$ cat config.mk
export PLATFORM = sky130hd
export DESIGN_NAME = muldiv_unit
export DESIGN_NICKNAME = d
export VERILOG_FILES = /design/src/rtl/muldiv_pkg.sv /design/src/rtl/muldiv_sign_fix.sv /design/src/rtl/muldiv_unit.sv
export SDC_FILE = /design/constraint.sdc
export NUM_CORES = 1
export LEC_CHECK = 0
export CAP_MARGIN = 0
export CORE_ASPECT_RATIO = 1.25
export CORE_MARGIN = 5
export CORE_UTILIZATION = 30
export CTS_CLUSTER_SIZE = 25
export DETAILED_ROUTE_END_ITERATION = 10
export GPL_ROUTABILITY_DRIVEN = 0
export PLACE_DENSITY = 0.54
export SYNTH_ARGS = -nofsm -noshare
export SYNTH_HDL_FRONTEND = slang
export SYNTH_SLANG_ARGS = --single-unit
$ cat constraint.sdc
create_clock -name clk -period 9.1 [get_ports clk]
set_input_delay 1.365 -clock clk [delete_from_list [all_inputs] [get_ports clk]]
set_output_delay 1.365 -clock clk [all_outputs]
set_load 0.02 [all_outputs]
$ cat src/rtl/muldiv_pkg.sv
// Shared constants and types for the iterative RV32M multiply/divide unit.
package muldiv_pkg;

   localparam int unsigned DATA_WIDTH = 32;
   localparam int unsigned ADDR_WIDTH = 5;
   localparam int unsigned REG_COUNT  = 32;

   // funct3 encodings of the M extension
   typedef enum logic [2:0] {
      OpMul    = 3'd0,
      OpMulh   = 3'd1,
      OpMulhsu = 3'd2,
      OpMulhu  = 3'd3,
      OpDiv    = 3'd4,
      OpDivu   = 3'd5,
      OpRem    = 3'd6,
      OpRemu   = 3'd7
   } muldiv_op_e;

   typedef enum logic [1:0] {
      StIdle,
      StCalc,
      StDone
   } muldiv_state_e;

   // Divide-class ops all have funct3[2] set
   function automatic logic is_div(input muldiv_op_e op);
      return op[2];
   endfunction

endpackage

$ cat src/rtl/muldiv_sign_fix.sv
// Sign handling for muldiv_unit: operand magnitudes on entry, result sign
// correction and high/low/quotient/remainder selection on exit.
module muldiv_sign_fix
   import muldiv_pkg::*;
(
   input  muldiv_op_e            op,
   input  logic [DATA_WIDTH-1:0] rs1,
   input  logic [DATA_WIDTH-1:0] rs2,
   output logic [DATA_WIDTH-1:0] mag_a,
   output logic [DATA_WIDTH-1:0] mag_b,
   output logic                  neg_res,
   output logic                  neg_rem,
   input  muldiv_op_e            res_op,
   input  logic                  res_neg,
   input  logic                  rem_neg,
   input  logic [DATA_WIDTH-1:0] hi,
   input  logic [DATA_WIDTH-1:0] lo,
   output logic [DATA_WIDTH-1:0] result
);

   logic                    signed_a, signed_b, neg_a, neg_b;
   logic [2*DATA_WIDTH-1:0] prod, prod_fix;

   // Entry: strip signs so the datapath works on unsigned magnitudes
   always_comb begin
      signed_a = (op == OpMulh) || (op == OpMulhsu) || (op == OpDiv) || (op == OpRem);
      signed_b = (op == OpMulh) || (op == OpDiv) || (op == OpRem);
      neg_a    = signed_a && rs1[DATA_WIDTH-1];
      neg_b    = signed_b && rs2[DATA_WIDTH-1];
      mag_a    = neg_a ? -rs1 : rs1;
      mag_b    = neg_b ? -rs2 : rs2;
      neg_res  = neg_a ^ neg_b;
      // Remainder follows the dividend's sign
      neg_rem  = neg_a;
   end

   // Exit: restore the sign and pick the architectural result
   always_comb begin
      prod     = {hi, lo};
      prod_fix = res_neg ? -prod : prod;
      unique case (res_op)
         OpMul:                     result = prod_fix[DATA_WIDTH-1:0];
         OpMulh, OpMulhsu, OpMulhu: result = prod_fix[2*DATA_WIDTH-1:DATA_WIDTH];
         OpDiv, OpDivu:             result = res_neg ? -lo : lo;
         OpRem, OpRemu:             result = rem_neg ? -hi : hi;
         default:                   result = '0;
      endcase
   end

endmodule

$ cat src/rtl/muldiv_unit.sv
// Iterative RV32M multiply/divide unit with a one-cycle register-file write.
// Multiply is shift-add, divide is restoring shift-subtract, one bit per
// cycle. Divide-by-zero and signed overflow complete in a single cycle.
// Build option MULDIV_FAST_MUL_EN: single-cycle multiplier for all MUL* ops.
module muldiv_unit
   import muldiv_pkg::*;
(
   input  logic                  clk,
   input  logic                  rst,
   input  logic                  start_i,
   input  logic [2:0]            op_i,
   input  logic [DATA_WIDTH-1:0] rs1_data_i,
   input  logic [DATA_WIDTH-1:0] rs2_data_i,
   input  logic [ADDR_WIDTH-1:0] rd_addr_i,
   output logic                  busy_o,
   output logic                  done_o,
   output logic                  wr_en_o,
   output logic [ADDR_WIDTH-1:0] wr_addr_o,
   output logic [DATA_WIDTH-1:0] wr_data_o
);

   localparam int unsigned CntW = $clog2(DATA_WIDTH);
   localparam logic [CntW-1:0] LastCnt = CntW'(DATA_WIDTH - 1);
   localparam logic [DATA_WIDTH-1:0] MinInt = {1'b1, {(DATA_WIDTH-1){1'b0}}};

   muldiv_state_e         state_q, state_d;
   muldiv_op_e            op_q, op_d, op_in;
   logic [CntW-1:0]       count_q, count_d;
   // hi/lo: product halves for multiply, remainder/quotient for divide
   logic [DATA_WIDTH-1:0] hi_q, hi_d, lo_q, lo_d;
   // opnd: multiplicand for multiply, divisor for divide
   logic [DATA_WIDTH-1:0] opnd_q, opnd_d, result_q, result_d;
   logic [ADDR_WIDTH-1:0] rd_q, rd_d;
   logic                  neg_res_q, neg_res_d, neg_rem_q, neg_rem_d;
   logic [DATA_WIDTH-1:0] mag_a, mag_b, fix_result, step_hi, step_lo, special_result;
   logic                  neg_res, neg_rem, div_by_zero, div_ovf, special;
   logic [DATA_WIDTH:0]   mul_sum, div_trial;

   assign op_in = muldiv_op_e'(op_i);

   muldiv_sign_fix u_sign_fix (
      .op      (op_in),
      .rs1     (rs1_data_i),
      .rs2     (rs2_data_i),
      .mag_a   (mag_a),
      .mag_b   (mag_b),
      .neg_res (neg_res),
      .neg_rem (neg_rem),
      .res_op  (op_q),
      .res_neg (neg_res_q),
      .rem_neg (neg_rem_q),
      .hi      (step_hi),
      .lo      (step_lo),
      .result  (fix_result)
   );

   // One radix-2 step of the working registers
   always_comb begin
      mul_sum   = {1'b0, hi_q} + (lo_q[0] ? {1'b0, opnd_q} : '0);
      div_trial = {hi_q, lo_q[DATA_WIDTH-1]} - {1'b0, opnd_q};
      if (is_div(op_q)) begin
         if (!div_trial[DATA_WIDTH]) begin
            step_hi = div_trial[DATA_WIDTH-1:0];
            step_lo = {lo_q[DATA_WIDTH-2:0], 1'b1};
         end else begin
            step_hi = {hi_q[DATA_WIDTH-2:0], lo_q[DATA_WIDTH-1]};
            step_lo = {lo_q[DATA_WIDTH-2:0], 1'b0};
         end
      end else begin
         step_hi = mul_sum[DATA_WIDTH:1];
         step_lo = {mul_sum[0], lo_q[DATA_WIDTH-1:1]};
      end
   end

`ifdef MULDIV_FAST_MUL_EN
   logic [2*DATA_WIDTH-1:0] fast_a, fast_b, fast_prod;
   logic                    fast_sa, fast_sb;
`endif

   // Detect operations that bypass the iterative datapath
   always_comb begin
      div_by_zero    = is_div(op_in) && (rs2_data_i == '0);
      div_ovf        = ((op_in == OpDiv) || (op_in == OpRem)) &&
                       (rs1_data_i == MinInt) && (rs2_data_i == '1);
      special        = div_by_zero || div_ovf;
      special_result = '0;
      if (div_by_zero) begin
         special_result = op_in[1] ? rs1_data_i : '1;
      end else if (div_ovf) begin
         special_result = op_in[1] ? '0 : MinInt;
      end
`ifdef MULDIV_FAST_MUL_EN
      // Sign-extend to 2*W; the truncated product equals the signed product
      fast_sa   = ((op_in == OpMulh) || (op_in == OpMulhsu)) && rs1_data_i[DATA_WIDTH-1];
      fast_sb   = (op_in == OpMulh) && rs2_data_i[DATA_WIDTH-1];
      fast_a    = {{DATA_WIDTH{fast_sa}}, rs1_data_i};
      fast_b    = {{DATA_WIDTH{fast_sb}}, rs2_data_i};
      fast_prod = fast_a * fast_b;
      if (!is_div(op_in)) begin
         special        = 1'b1;
         special_result = (op_in == OpMul) ? fast_prod[DATA_WIDTH-1:0]
                                           : fast_prod[2*DATA_WIDTH-1:DATA_WIDTH];
      end
`endif
   end

   // FSM next-state and datapath register updates
   always_comb begin
      state_d   = state_q;
      op_d      = op_q;
      count_d   = count_q;
      hi_d      = hi_q;
      lo_d      = lo_q;
      opnd_d    = opnd_q;
      result_d  = result_q;
      rd_d      = rd_q;
      neg_res_d = neg_res_q;
      neg_rem_d = neg_rem_q;
      unique case (state_q)
         StIdle: begin
            if (start_i) begin
               op_d      = op_in;
               rd_d      = rd_addr_i;
               neg_res_d = neg_res;
               neg_rem_d = neg_rem;
               if (special) begin
                  result_d = special_result;
                  state_d  = StDone;
               end else begin
                  count_d = '0;
                  hi_d    = '0;
                  opnd_d  = is_div(op_in) ? mag_b : mag_a;
                  lo_d    = is_div(op_in) ? mag_a : mag_b;
                  state_d = StCalc;
               end
            end
         end
         StCalc: begin
            hi_d    = step_hi;
            lo_d    = step_lo;
            count_d = count_q + 1'b1;
            if (count_q == LastCnt) begin
               result_d = fix_result;
               state_d  = StDone;
            end
         end
         StDone:  state_d = StIdle;
         default: state_d = StIdle;
      endcase
   end

   // State and datapath registers with synchronous reset
   always_ff @(posedge clk) begin
      if (rst) begin
         state_q   <= StIdle;
         op_q      <= OpMul;
         count_q   <= '0;
         hi_q      <= '0;
         lo_q      <= '0;
         opnd_q    <= '0;
         result_q  <= '0;
         rd_q      <= '0;
         neg_res_q <= 1'b0;
         neg_rem_q <= 1'b0;
      end else begin
         state_q   <= state_d;
         op_q      <= op_d;
         count_q   <= count_d;
         hi_q      <= hi_d;
         lo_q      <= lo_d;
         opnd_q    <= opnd_d;
         result_q  <= result_d;
         rd_q      <= rd_d;
         neg_res_q <= neg_res_d;
         neg_rem_q <= neg_rem_d;
      end
   end

   assign busy_o    = (state_q != StIdle);
   assign done_o    = (state_q == StDone);
   assign wr_addr_o = rd_q;
   assign wr_data_o = result_q;
   assign wr_en_o   = done_o && (rd_q != '0);

endmodule

### Word level (Yosys, flattened, before mapping)

Cells that the tools add are included.
Widths: inputs -> output; s select.

* register bits after elaboration: 145
* input port bits: 75
* logic and storage cells: 101

* $add $sub $neg: 8
* equal/unequal tests: 20
* mux-type cells: 34
* bitwise operators: 2
* reductions and logical operators: 27

Operators with widths (count)
* $mux 32: 21
* $pmux 32 s2: 3
* $neg 32->32: 4
* $pmux 32 s4: 1
* $eq 32x32->1 const B: 2
* $mux 64: 1
* $neg 64->64: 1
* $add 32x32->33: 1
* $sub 33x32->33: 1
* $logic_not 32->1: 1
* $eq 3x3->1 const B: 6
* $mux 5: 2
* $pmux 5 s2: 1
* $eq 3x2->1 const B: 3
* $ne 2x2->1 const B: 4
* $logic_or 1x1->1: 7
* $eq 3x1->1 const B: 2
* $logic_and 1x1->1: 6
* $mux 2: 3
* $reduce_and 3->1: 2
* $add 5x1->5 const B: 1
* $eq 5x5->1 const B: 1
* $reduce_bool 5->1: 1
* $pmux 2 s2: 1
* other kinds (12): 15

### Longest topological paths before layout

Gate-level depths: netlist of the first run.

* depth after elaboration: 10
* depth in mapped cells: 25
* depth with buffers taken out: 24

### Cells and area by module

From an unflattened synthesis of the first run, not the netlist that was laid out.

* cell total of the unflattened synthesis: 2078
* area total of the unflattened synthesis: 15633.7 µm²

By module, submodules not included
* muldiv_unit: times used 1, cells an instance 1416, area each 11327.1 µm², sequential area each 2902.8 µm²
* muldiv_sign_fix: times used 1, cells an instance 662, area each 4306.6 µm², sequential area each 0.0 µm²

### Worst setup path before layout of the first run

No wires, ideal clock.

* kind: reg-to-reg
* start: reg op_q[2]
* end: reg result_q[22], in the netlist wr_data_o[22]
* library setup time: 0.131 ns
* arrival: 6.398 ns
* data required time: 8.969 ns
* path slack: 2.571 ns
* stages on the path, launching flop included: 22
* buffers on the path: 9
* clock period less this slack: 6.529 ns
* cell sequence: dfxtp_1 -> buf_4 -> clkbuf_1 -> buf_2 -> buf_2 -> clkbuf_1 -> buf_1 -> clkbuf_1 -> buf_1 -> buf_1 -> mux2i_1 -> ha_1 -> o211ai_1 -> or4_1 -> or4_1 -> or3_1 -> or2_2 -> or4_1 -> or3_1 -> a311oi_1 -> mux2_2 -> o31ai_1

* cells in the longest elaborated chain, start to end: 6

RTL lines
* start: declaration: line muldiv_unit.sv:27 `muldiv_op_e op_q, op_d, op_in;`
* start signal: assignment: line muldiv_unit.sv:156 `op_q <= OpMul;`
* start signal: assignment: line muldiv_unit.sv:167 `op_q <= op_d;`
* $mux 32: line muldiv_unit.sv:61 `if (is_div(op_q)) begin`
* $neg 64->64 (tied with other cells): line muldiv_sign_fix.sv:40 `prod_fix = res_neg ? -prod : prod;`
* $mux 64 (tied with other cells): line muldiv_sign_fix.sv:40
* $pmux 32 s4 (*): line muldiv_sign_fix.sv:41 `unique case (res_op)`
* $mux 32 (*): line muldiv_unit.sv:142 `if (count_q == LastCnt) begin`
* $pmux 32 s2 (*): line muldiv_unit.sv:119 `unique case (state_q)`
* end signal: assignment: line muldiv_unit.sv:172 `result_q <= result_d;`
* end: declaration: line muldiv_unit.sv:32 `logic [DATA_WIDTH-1:0] opnd_q, opnd_d, result_q, result_d;`

Every way passes the cells marked *; elsewhere a longest branch is shown, timed or not. The select of a mux whose other input is x is not followed.
A chain may end at the register's enable or synchronous reset.

### Final worst setup path of the first run

* start: reg lo_q[31]
* end: reg result_q[22], in the netlist wr_data_o[22]

* cells in the longest elaborated chain, start to end: 8

RTL lines
* start: declaration: line muldiv_unit.sv:30 `logic [DATA_WIDTH-1:0] hi_q, hi_d, lo_q, lo_d;`
* start signal: assignment: line muldiv_unit.sv:170 `lo_q <= lo_d;`
* $sub 33x32->33: line muldiv_unit.sv:60 `div_trial = {hi_q, lo_q[DATA_WIDTH-1]} - {1'b0, opnd_q};`
* $mux 1 / $mux 32 (equally long branches): line muldiv_unit.sv:62 `if (!div_trial[DATA_WIDTH]) begin`
* $mux 32: line muldiv_unit.sv:61
* $neg 64->64 (tied with other cells): line muldiv_sign_fix.sv:40
* $mux 64 (tied with other cells): line muldiv_sign_fix.sv:40
* $pmux 32 s4 (*): line muldiv_sign_fix.sv:41
* $mux 32 (*): line muldiv_unit.sv:142
* $pmux 32 s2 (*): line muldiv_unit.sv:119

Marks and branches as above.

==> run_results.csv, run 1 <==
group,metric,value,unit
global_routing,grt_pass1_vias,17519,
worst_setup_path,startpoint_type,"flop",
power,p_per_area,135,nW/µm²
worst_setup_path,crit_chain,"inv_1 > ha_1 > inv_1 > fa_1 > a211oi_1 > nor3_1 > o211ai_1 > a21oi_4 > o21a_4 > nor2_2 > nand2_1 > a21boi_0 > ha_1 > o211ai_1 > or4_1 > or4_1 > or3_1 > or2_2 > or4_1 > or3_1 > a311oi_1 > mux2_2 > o31ai_1",
synth,synth_warnings,0,
clock_network,clk_latency,0.47,ns
status,status,"complete, no violations",
worst_setup_path,cp_slowest_stage_delay,0.62,ns
synth,postSynthAreaPerCell,6.87,µm²
detailed_routing,drt_pre_antenna_iters,8,
synth,yosys.area_share.simple,26.6,%
placement,place_area,17700,µm²
global_routing,antenna_found_initial,1,
floorplan,die_h,269,µm
worst_hold_path,holdPathStages,1,
synth,syn-num-nets,2482,
detailed_routing,vias_per_cell,6.07,
timing,rsz0062_at_grt,"false",
placement,portBuffers,114,
timing,post-route-period-util,82.1,%
detailed_routing,drcViolationCount,0,
final_layout,drive_gt1_share,5.59,%
worst_setup_path,path_max_fanout,23,
worst_setup_path,required,9.45,ns
synth,synth_fa_ha_area_share,5.79,%
clock_network,cts-htree-levels,4,
clock_network,ctsResizeCount,0,
clock_network,postCtsSetupRepairBufs,0,
floorplan,core,52800,µm²
final_layout,antenna_cells,0,
worst_setup_path,critPathSlowestCell,"or4_1",
detailed_routing,vias,18412,
timing,slew_headroom,12.6,%
final_layout,synthToLayoutAreaGrowth,14.0,%
synth,ys_seq_area_share,18.1,%
synth,synth_top_family_by_area,"compound AO/OA/AOI/OAI gates",
global_routing,grt_max_degree,101,
timing,setup_viol,0,
clock_network,cts_tree,"done",
worst_hold_path,hold_path.class,"reg -> reg",
flow_run,drv_cap,0,
clock_network,cts_root_buffer,"clkbuf_16",
floorplan,die_x,217,µm
global_routing,grt_usage,24.0,%
timing,tns,0,ns
worst_setup_path,cp-end-kind,"flop",
worst_setup_path,reg2reg_depth,23,
floorplan,row_count,94,
timing,hold_viol,0,
synth,synth-edff-count,0,
synth,synth_cell_types,93,
global_routing,overflow,0,
global_routing,grt_first_pass_wirelength,108000,µm
timing,finalMaxSlewViolations,0,
synth,synth_compound_area_share,31.1,%
floorplan,ios,115,
detailed_routing,ant_nets,0,
synth,synth_mux_area_share,4.54,%
synth,ys_async_sr_fraction,0,%
timing,period_needed,7.47,ns
detailed_routing,first_iter_violations,1936,
floorplan,start_util,30.4,%
power,vdd.ir_drop.worst,135,µV
worst_setup_path,cp_common_cell,"or4_1",
power,leakage,6.56,nW
synth,synthCells,2334,
synth,synth-seq-cells,145,
timing,fin_skew,0.0141,ns
worst_setup_path,path_class,"reg -> reg",
worst_setup_path,worstPathArrival,7.82,ns
synth,synth_ff_type,"dfxtp_1",
timing,fmax,0.134,GHz
clock_network,clk_path_buf_depth,2,
timing,tightest_slew,1.30,ns
synth,synth-xor-area-share,8.52,%
clock_network,ctsHoldBuffers,0,
clock_network,cts_made_buffers,17,
synth,syn_area,16000,µm²
final_layout,stdcell_area,18300,µm²
placement,dp_hpwl,57000,µm
clock_network,clk_pin_slew,0.08,ns
detailed_routing,routed_wl,73000,µm
final_layout,fin_nets,2496,
clock_network,clock-sinks,145,
floorplan,dieArea,58200,µm²
detailed_routing,avgRoutedWirePerCell,24.1,µm
cells by family (layout without fill, tap and decap cells):
family | count (synthesis) | in the layout
simple gates | 900 | 900
compound gates | 774 | 774
buf+inv | 216 | 243
xor+xnor | 156 | 156
flops | 145 | 145
fa+ha+maj | 73 | 73
mux | 70 | 70
per-layer routing:
metal / routed length, µm / vias up / GRT usage [%]
met5: 7 / - / 0
met4: 5110 / 2 / 14.9
met3: 4520 / 195 / 3.36
met2: 34700 / 813 / 41.0
met1: 28600 / 8808 / 28.7
li1: - / 8594 / -
worst max-delay path, delay by kind of cell, from the launching register on:
| family | cells | cell delay, ns |
|---|---|---|
| AOI/OAI and AO/OA | 8 | 2.10 |
| adders and majority gates | 3 | 0.71 |
| buffers and inverters | 2 | 0.15 |
| DFF | 1 | 0.45 |
| muxes | 1 | 0.22 |
| and+or+nand+nor | 9 | 3.70 |
placed cells by master, fill, tap and decap left out, types with 56 or more instances in the layout:
cell / Yosys / routed
nor3_1: 70 / 70
dfxtp_1: 145 / 143
inv_1: 63 / 63
xor2_1: 67 / 67
a21oi_1: 190 / 190
nand2_1: 261 / 261
xnor2_1: 89 / 89
ha_1: 71 / 71
nand3_1: 56 / 56
a211oi_1: 104 / 104
nor2_1: 266 / 265
o21ai_0: 192 / 192
clkdlybuf4s50_1: 0 / 112
path summary, 6_finish.rpt:
path                                start                    endpoint  slack (ns)
setup reg to reg    lo_q[31]$_SDFFE_PP0P_  wr_data_o[22]$_SDFFE_PP0P_        1.63
hold / removal    count_q[3]$_SDFFE_PP0P_     count_q[3]$_SDFFE_PP0P_        0.45
setup / recovery    lo_q[31]$_SDFFE_PP0P_  wr_data_o[22]$_SDFFE_PP0P_        1.63
hold reg to reg   count_q[3]$_SDFFE_PP0P_     count_q[3]$_SDFFE_PP0P_        0.45
cell type report:
type	count	area (µm²)
fill	5663	34500
timing repair buffer	146	1380
tap	672	841
sequential	145	2910
clock inverter	15	186
inverter	65	244
clock buffer	17	425
multi-input combinational	1973	12300
synthesized netlist by cell type, drive strengths merged, types with 22 or more instances:
cell type,instances,area share [%]
ha,71,5.5
nor3,73,2.4
nor2,267,6.3
xor2,67,3.7
nand3,56,1.7
buf,37,1.1
xnor2,89,4.9
mux2,22,1.5
inv,64,1.5
or3,33,1.3
o21ai,200,6.3
a31oi,41,1.6
dfxtp,145,18
a21oi,192,6.1
o31ai,30,1.5
o211ai,48,2.2
and2,50,1.9
clkbuf,114,2.7
a211oi,105,4.9
mux2i,48,3.0
nand4,29,1.2
nand2,261,6.1
power by group:
part           internal (W)  leakage (nW)  switching, W
clock              0.000419         0.304      0.000344
combinational      0.000327          5.07      0.000658
sequential         0.000668          1.18     0.0000456
through the flow:
step / worst slack (ns) / hold WS (ns) / utilization (%) / cells / power, W
2_1_floorplan: 2.57 / 0.414 / - / 2334 / 0.00135
3_3_place_gp: 2.04 / 0.424 / 33.5 / 3001 / 0.00168
3_5_place_dp: 1.80 / 0.436 / 33.5 / 3001 / 0.00169
4_1_cts: 1.81 / 0.446 / 34.6 / 3033 / 0.00245
5_1_grt: 1.26 / 0.468 / 34.6 / 3033 / 0.00257
6_report: 1.63 / 0.448 / 34.6 / 3033 / 0.00246
state kept, by name (all words and copies together), names as in the netlist:
register   cells
hi_q          32
op_q           3
opnd_q        32
neg_rem_q      1
neg_res_q      1
wr_data_o     32
lo_q          32
wr_addr_o      5
state_q        2
count_q        5
(Power assumes the default switching activity.)
==> run 2: changes to the inputs <==
Clock period 9.1 ns to 7.1 ns, I/O delays scaled along.
==> run 2 against run 1 <==
Global-route usage about the same. Total power up 30%. Non-clock buffer count up 11. Setup slack worse by 1.3 ns. Critical path depth unchanged. Wire length up 0.12%. Sequential power up 28%. Critical path type unchanged. Critical endpoint unchanged. Largest cell class unchanged.
==> run_results.csv, run 2 (same netlist as run 1, synthesis figures left out) <==
group,metric,value,unit
status,status,"complete, no violations",
global_routing,grt_pass1_vias,17450,
global_routing,grt_usage,24.0,%
final_layout,synthToLayoutAreaGrowth,14.9,%
timing,fin_skew,0.0128,ns
worst_setup_path,crit_chain,"inv_1 > ha_1 > inv_1 > fa_1 > a211oi_2 > nor3_1 > o211ai_1 > a21oi_4 > nor3_2 > nor2_2 > nand2_1 > a21boi_0 > ha_1 > o211ai_1 > or4_1 > or4_1 > or3_1 > or2_4 > or4_1 > or3_1 > a311oi_1 > mux2_2 > o31ai_1",
clock_network,clk_pin_slew,0.06,ns
detailed_routing,drcViolationCount,0,
floorplan,start_util,30.4,%
global_routing,grt_first_pass_wirelength,109000,µm
detailed_routing,ant_nets,0,
worst_setup_path,cp_slowest_stage_delay,0.62,ns
worst_setup_path,cp_common_cell,"or4_1",
floorplan,row_count,94,
worst_setup_path,reg2reg_depth,23,
clock_network,ctsHoldBuffers,0,
worst_setup_path,required,7.42,ns
placement,dp_slack,0.251,ns
clock_network,clk_path_buf_depth,2,
global_routing,overflow,0,
power,p_per_area,174,nW/µm²
worst_setup_path,path_max_fanout,14,
worst_setup_path,r2r_end,"wr_data_o[22]$_SDFFE_PP0P_",
floorplan,dieArea,58200,µm²
worst_setup_path,worstPathArrival,7.05,ns
final_layout,drive_gt1_share,6.07,%
worst_hold_path,hp-start,"count_q[3]$_SDFFE_PP0P_",
worst_setup_path,startpoint_type,"flop",
global_routing,antenna_found_initial,2,
clock_network,cts-htree-levels,4,
worst_setup_path,path_class,"reg -> reg",
final_layout,final_common_cell,"nor2_1",
placement,portBuffers,114,
worst_hold_path,hold_path.class,"reg -> reg",
detailed_routing,avgRoutedWirePerCell,24.0,µm
detailed_routing,first_iter_violations,2234,
final_layout,fin_nets,2507,
floorplan,die_h,269,µm
clock_network,clk_latency,0.46,ns
placement,dp_hpwl,57300,µm
clock_network,cts_root_buffer,"clkbuf_16",
timing,finalMaxSlewViolations,0,
timing,post-route-period-util,94.8,%
worst_setup_path,r2r_start,"lo_q[31]$_SDFFE_PP0P_",
worst_hold_path,holdPathEnd,"count_q[3]$_SDFFE_PP0P_",
timing,slew_headroom,13.7,%
timing,tns,0,ns
detailed_routing,vias_per_cell,6.06,
worst_setup_path,critPathSlowestCell,"or4_1",
power,leakage,6.63,nW
floorplan,ios,115,
worst_setup_path,r2r_setup_slack,0.37,ns
timing,tightest_slew,1.26,ns
worst_hold_path,holdPathStages,1,
clock_network,cts_tree,"done",
timing,setup_viol,0,
floorplan,core,52800,µm²
global_routing,grt_max_degree,103,
detailed_routing,routed_wl,73100,µm
clock_network,clock-sinks,145,
timing,hold_viol,0,
floorplan,die_x,217,µm
timing,period_needed,6.73,ns
flow_run,drv_cap,0,
clock_network,cts_made_buffers,17,
worst_setup_path,cp-end-kind,"flop",
timing,fmax,0.149,GHz
timing,hold_ws,0.449,ns
timing,fin_ws,0.367,ns
final_layout,antenna_cells,0,
power,vdd.ir_drop.worst,110,µV
timing,rsz0062_at_grt,"false",
final_layout,final_cell_mix,"265 x nor2_1, 261 x nand2_1, 192 x o21ai_0",
detailed_routing,drt_pre_antenna_iters,8,
detailed_routing,vias,18448,
==> run 2: changes by cell type in the layout (fill, tap and decap cells not counted), sizes merged <==
cell / delta
buf: +11
inv: -10
clkbuf: +3
clkinvlp: +3
bufinv: +2
clkinv: +2
==> run 2: worst max-delay path by stage <==
stage	slack [ns]	to	startpoint	cells after the start
3_3_place_gp	0.42	wr_data_o[22]$_SDFFE_PP0P_	lo_q[31]$_SDFFE_PP0P_	23
2_1_floorplan	0.57	wr_data_o[22]$_SDFFE_PP0P_	op_q[2]$_SDFFE_PP0P_	21
3_5_place_dp	0.25	wr_data_o[22]$_SDFFE_PP0P_	lo_q[31]$_SDFFE_PP0P_	23
4_1_cts	0.24	wr_data_o[22]$_SDFFE_PP0P_	lo_q[31]$_SDFFE_PP0P_	23
6_report	0.37	wr_data_o[22]$_SDFFE_PP0P_	lo_q[31]$_SDFFE_PP0P_	23
5_1_grt	0.04	wr_data_o[22]$_SDFFE_PP0P_	lo_q[31]$_SDFFE_PP0P_	23
==> run 2: metal layers <==
metal / wire length (µm) / global-route usage (%) / share of wire, % / vias to the layer above
met1: 28000 / 29.0 / 38 / 8717
li1: - / - / - / 8634
met5: 27 / 0 / 0.037 / -
met3: 5280 / 2.98 / 7.2 / 211
met2: 34600 / 41.0 / 47 / 882
met4: 5090 / 14.3 / 7.0 / 4
==> run 2: per-stage QoR <==
stage	util, %	power, W	area, µm²	instances
6_report	34.9	0.00321	18400	3044
5_1_grt	34.9	0.00334	18400	3044
4_1_cts	34.9	0.00318	18400	3043
3_5_place_dp	33.7	0.00217	17800	3011
3_3_place_gp	33.7	0.00216	17800	3011
2_1_floorplan	-	0.00173	16000	2334
==> run 2: timing repair <==
action	CTS	global route
endpoints found under the hold margin	0	0
setup endpoints to repair	0	3
resized for setup	0	2
buffers inserted	0	1
==> run 2: worst max-delay path: cells and delay by family (launching register included) <==
kind | cells | cell delay [ns]
simple gates | 10 | 3.25
compound gates | 7 | 1.74
fa+ha+maj | 3 | 0.84
flops | 1 | 0.37
mux | 1 | 0.22
buf+inv | 2 | 0.14
==> run 2: area by class of cell <==
cell class                 instances  area [µm²]
timing repair buffer             157        1480
clock buffer                      20         467
clock inverter                    12         179
sequential                       145        2910
fill                            5633       34400
inverter                          65         244
multi-input combinational       1973       12300
tap                              672         841
==> run 2: power by group <==
group	switching [W]	total (W)	leakage, nW	internal (W)
clock	0.000395	0.00101	0.309	0.000617
sequential	0.0000608	0.000917	1.18	0.000857
combinational	0.000847	0.00128	5.14	0.000429
